==> src/rtl/uart_tx_byte_serializer.sv <==
// uart_tx_byte_serializer: byte-to-UART serializer, 8N1 frame, LSB first.
// Sits downstream of the 128-bit message shifter; byte_done is the shifter's
// advance strobe. Optional even-parity bit enabled by defining UART_TX_PARITY_EN.
module uart_tx_byte_serializer #(
  parameter int unsigned CLKS_PER_BIT = 87
) (
  input  logic       clk,
  input  logic       nrst,
  input  logic [7:0] tx_data,
  input  logic       tx_valid,
  output logic       tx_ready,
  output logic       tx_serial,
  output logic       tx_busy,
  output logic       byte_done
);

  localparam int unsigned BAUD_W = (CLKS_PER_BIT > 1) ? $clog2(CLKS_PER_BIT) : 1;
  localparam logic [BAUD_W-1:0] BAUD_LAST = BAUD_W'(CLKS_PER_BIT - 1);
  localparam logic [2:0] BIT_LAST = 3'd7;

  typedef enum logic [2:0] {
    S_IDLE   = 3'd0,
    S_START  = 3'd1,
    S_DATA   = 3'd2,
`ifdef UART_TX_PARITY_EN
    S_PARITY = 3'd3,
`endif
    S_STOP   = 3'd4
  } state_e;

  state_e              state_q, state_d;
  logic [BAUD_W-1:0]   baud_q, baud_d;
  logic [2:0]          bit_cnt_q, bit_cnt_d;
  logic [7:0]          shreg_q, shreg_d;
  logic                tx_serial_q, tx_serial_d;
  logic                tx_ready_q, tx_ready_d;
  logic                tx_busy_q, tx_busy_d;
  logic                byte_done_q, byte_done_d;
  logic                baud_wrap_c;
`ifdef UART_TX_PARITY_EN
  logic                parity_q, parity_d;
`endif

  assign baud_wrap_c = (baud_q == BAUD_LAST);

  // State register and registered outputs; synchronous active-low reset.
  always_ff @(posedge clk) begin
    if (!nrst) begin
      state_q     <= S_IDLE;
      baud_q      <= '0;
      bit_cnt_q   <= '0;
      shreg_q     <= '0;
      tx_serial_q <= 1'b1;
      tx_ready_q  <= 1'b1;
      tx_busy_q   <= 1'b0;
      byte_done_q <= 1'b0;
`ifdef UART_TX_PARITY_EN
      parity_q    <= 1'b0;
`endif
    end else begin
      state_q     <= state_d;
      baud_q      <= baud_d;
      bit_cnt_q   <= bit_cnt_d;
      shreg_q     <= shreg_d;
      tx_serial_q <= tx_serial_d;
      tx_ready_q  <= tx_ready_d;
      tx_busy_q   <= tx_busy_d;
      byte_done_q <= byte_done_d;
`ifdef UART_TX_PARITY_EN
      parity_q    <= parity_d;
`endif
    end
  end

  // Next-state, baud/bit counters, shift register and next output values.
  always_comb begin
    state_d     = state_q;
    baud_d      = baud_q;
    bit_cnt_d   = bit_cnt_q;
    shreg_d     = shreg_q;
    tx_serial_d = 1'b1;
    tx_ready_d  = 1'b0;
    tx_busy_d   = 1'b0;
    byte_done_d = 1'b0;
`ifdef UART_TX_PARITY_EN
    parity_d    = parity_q;
`endif

    // Baud counter wraps exactly at each bit boundary so bits never drift.
    if (state_q != S_IDLE) begin
      baud_d = baud_wrap_c ? '0 : baud_q + BAUD_W'(1);
    end

    case (state_q)
      S_IDLE: begin
        baud_d    = '0;
        bit_cnt_d = '0;
        if (tx_valid) begin
          shreg_d = tx_data;
`ifdef UART_TX_PARITY_EN
          parity_d = ^tx_data;
`endif
          state_d = S_START;
        end
      end
      S_START: begin
        if (baud_wrap_c) begin
          bit_cnt_d = '0;
          state_d   = S_DATA;
        end
      end
      S_DATA: begin
        if (baud_wrap_c) begin
          shreg_d = {1'b0, shreg_q[7:1]};
          if (bit_cnt_q == BIT_LAST) begin
            bit_cnt_d = '0;
`ifdef UART_TX_PARITY_EN
            state_d = S_PARITY;
`else
            state_d = S_STOP;
`endif
          end else begin
            bit_cnt_d = bit_cnt_q + 3'd1;
          end
        end
      end
`ifdef UART_TX_PARITY_EN
      S_PARITY: begin
        if (baud_wrap_c) begin
          state_d = S_STOP;
        end
      end
`endif
      S_STOP: begin
        if (baud_wrap_c) begin
          state_d = S_IDLE;
        end
      end
      default: begin
        state_d = S_IDLE;
      end
    endcase

    // Line level follows the state being entered, so it is a clean flop output.
    case (state_d)
      S_START: tx_serial_d = 1'b0;
      S_DATA:  tx_serial_d = shreg_d[0];
`ifdef UART_TX_PARITY_EN
      S_PARITY: tx_serial_d = parity_d;
`endif
      default: tx_serial_d = 1'b1;
    endcase

    tx_ready_d  = (state_d == S_IDLE);
    tx_busy_d   = (state_d != S_IDLE);
    byte_done_d = (state_q == S_STOP) && (state_d == S_IDLE);
  end

  assign tx_serial = tx_serial_q;
  assign tx_ready  = tx_ready_q;
  assign tx_busy   = tx_busy_q;
  assign byte_done = byte_done_q;

endmodule

==> config.mk <==
export PLATFORM = sky130hd
export DESIGN_NAME = uart_tx_byte_serializer
export DESIGN_NICKNAME = d
export VERILOG_FILES = /design/src/rtl/uart_tx_byte_serializer.sv
export SDC_FILE = /design/constraint.sdc
export NUM_CORES = 1
export LEC_CHECK = 0
export CAP_MARGIN = 20
export CORE_AREA = 2 2 50 52
export CTS_CLUSTER_DIAMETER = 80
export DETAILED_ROUTE_END_ITERATION = 12
export DIE_AREA = 0 0 52 54
export GPL_TIMING_DRIVEN = 0
export PLACE_DENSITY_LB_ADDON = 0.12
export SLEW_MARGIN = 40
export SYNTH_ARGS = -nofsm -noshare
export SYNTH_HDL_FRONTEND = slang
export SYNTH_SLANG_ARGS = --single-unit
==> constraint.sdc <==
create_clock -name clk -period 5.2 [get_ports clk]
set_input_delay 1.04 -clock clk [delete_from_list [all_inputs] [get_ports clk]]
set_output_delay 1.04 -clock clk [all_outputs]
set_load 0.01 [all_outputs]
==> metrics <==
die area=2810 um^2; first-pass GRT wire length=3850 um; total grt overflow=0; Post-Synth Simple-Gate Area=28.8%; largest family of logic cells by synthesized area=simple AND/OR/NAND/NOR gates; H-tree depth=1; area leader, netlist=dfxtp_1; diode count=0; RR Startpoint=state_q[1]$_SDFF_PN0_; count leader, synth=dfxtp_1; hold bufs inserted after CTS=0; EDFF count, synth=0; HPWL Detailed=1610 um; final cell count without fillers=179; DIE WIDTH=52 um; Root Driver=clkbuf_4; Hold Vio Cnt, Final=0; worst hold start=shreg_q[4]$_SDFFE_PN0P_; CTS Buffer Depth=2; #FFs+latches synth=25; CTS tree=done; post-CTS setup repair buffer count=0; final setup TNS=0 ns; Fin Hold WS=0.465 ns; Buffers on Ports=14; Synth Flop Type=dfxtp_1; Power Dens Cells=235 nW/um^2; largest net degree at the start of global routing=16; unrepaired setup endpoints after global routing=no; Hold EP=shreg_q[4]$_SDFFE_PN0P_; fmax=0.387 GHz; minimum clock period=2.58 ns; final worst slack=2.62 ns; worst setup path class=primary input to flop; Compound-Gate Fraction of Synth Area=15.9%; clk_skew=0.00286 ns; initial antenna violation count=0; via/cell ratio=5.31; share of cells above drive strength 1=10.7%; placed cell area=1370 um^2; initial DRC count=12; top-area cell type share of the netlist area=42.0%; clock sink total=25; area of the multi-input gates=646 um^2; Tightest Pin Transition=0.590 ns; Startpoint Class=primary input; pre-CTS setup slack=2.28 ns; GPL Wtd Cong=0.832; DR WL/cell=12.1 um; register area share after synthesis=42.0%; cell area after synthesis=1190 um^2; chip height=54 um; IO Pins=15; Design Area, Final=1400 um^2; vias in the first global route=926; Async SR Flop Fraction=0%; Final Net Count=165; Synth Area in Adders=4.20%; pins over their slew limit=0; R2R setup slack=3.30 ns; Mapped Cells=131; Cell variety after synth=43; Finish-stage setup viols=0; worst path required time=5.43 ns; HP Class=flop to flop; initial core utilization=51.3%; hold path depth=2; Initial DRT Pass Iterations=4; R2R depth=5; clock-pin slew of the registers on the worst-case setup and hold paths=0.14 ns; Slew Limit Headroom=60.5%; Leakage=0.000511 uW; drt drc=0; post-CTS sizing=0; CP max FO=10; Row Count=18; multiplexer area fraction after synthesis=1.68%; syn nets=146; synth-to-layout area growth=17.4%; critical path arrival=2.81 ns; TritonCTS buffer count=3; drt total wl=2170 um; placed cell count=175; Ys Warns=0; FF/Latch Area=500 um^2; Worst VDD drop=178 uV; Critical Path Sink Type=flop; Filler cells=210; Synth Area in XOR/XNOR=3.68%; clk_lat worst skew=0.32 ns; Worst Setup SP=tx_valid; top cells by area, synth=dfxtp_1 42%, ha_1 4.2%, nor2_1 4.1%; final period utilization=49.7%; synth cell count leaders=25 x dfxtp_1, 13 x nor2_1, 12 x nand2_1; status=finished, final reports clean; Max Cap Violations=0; FF-to-FF End=tx_serial$_SDFF_PN1_; mean post-synth cell area=9.09 um^2; DR vias=951; Antenna Violating Nets Remaining=0; core area=2320 um^2; total track usage=18.3%
==> layer usage <==
| layer | vias to the layer above | wire length, um | track usage, % |
|---|---|---|---|
| li1 | 507 | - | - |
| met1 | 424 | 1060 | 23.8 |
| met2 | 16 | 1000 | 30.4 |
| met3 | 4 | 70 | 2.50 |
| met4 | 0 | 31 | 7.89 |
| met5 | - | 0 | 0 |
==> registers in the layout, summed over array words and instances, names as in the netlist <==
signal	flops
state_q	3
shreg_q	8
tx_ready	1
tx_serial	1
tx_busy	1
bit_cnt_q	3
byte_done	1
baud_q	7
==> worst max-delay path: stages <==
cell and delay [ns]:
clkdlybuf4s50_1 0.51, nor4b_4 0.51, a211oi_1 0.18, nor2b_1 0.16
a2111o_1 0.41
==> worst max-delay path by stage <==
| stage | end | slack (ns) |
|---|---|---|
| finish | tx_serial$_SDFF_PN1_ | 2.62 |
| global route | tx_serial$_SDFF_PN1_ | 2.52 |
| CTS | tx_serial$_SDFF_PN1_ | 2.62 |
| detailed placement | tx_serial$_SDFF_PN1_ | 2.28 |
| global placement | tx_serial$_SDFF_PN1_ | 2.29 |
| floorplan | tx_serial$_SDFF_PN1_ | 3.02 |
==> cell usage in the layout (no fill, tap or decap), types with 3 or more instances in the layout <==
cell type,n
clkdlybuf4s50_1,14
xnor2_1,4
nor4_1,3
a21oi_1,8
clkbuf_4,3
inv_1,3
a22oi_1,6
a31oi_1,4
nor3_1,5
and2_1,3
ha_1,4
nand2_1,12
nor2_1,13
dfxtp_1,25
nand3_1,6
==> where the power goes <==
part | total (uW) | switching (uW) | internal [uW]
Clock | 90.2 | 60.8 | 29.4
Combinational | 37.2 | 16.9 | 20.2
Sequential | 201 | 3.29 | 198
Total | 329 | 81.0 | 248
==> final cells by class <==
cell class,count,share of cell area [%]
well taps,30,2.68
clock buffers,3,1.61
repair buffers,14,10.0
plain buffers,5,2.15
multi-input cells,97,46.2
flip-flops and latches,25,35.8
inverters,4,1.07
clock inverters,1,0.537
==> cell families after synthesis <==
kind of cell / after synthesis
and+or+nand+nor: 60
AOI/OAI and AO/OA: 26
DFF: 25
buffers and inverters: 9
xor gates and xnor gates: 5
adders and majority gates: 4
muxes: 2
==> per-stage QoR <==
stage               util (%)  total power, uW
global placement        59.0              242
finish                  60.3              329
detailed placement      59.0              243
floorplan                  -              227
CTS                     60.3              333
global route            60.3              345
(Power assumes the default switching activity.)
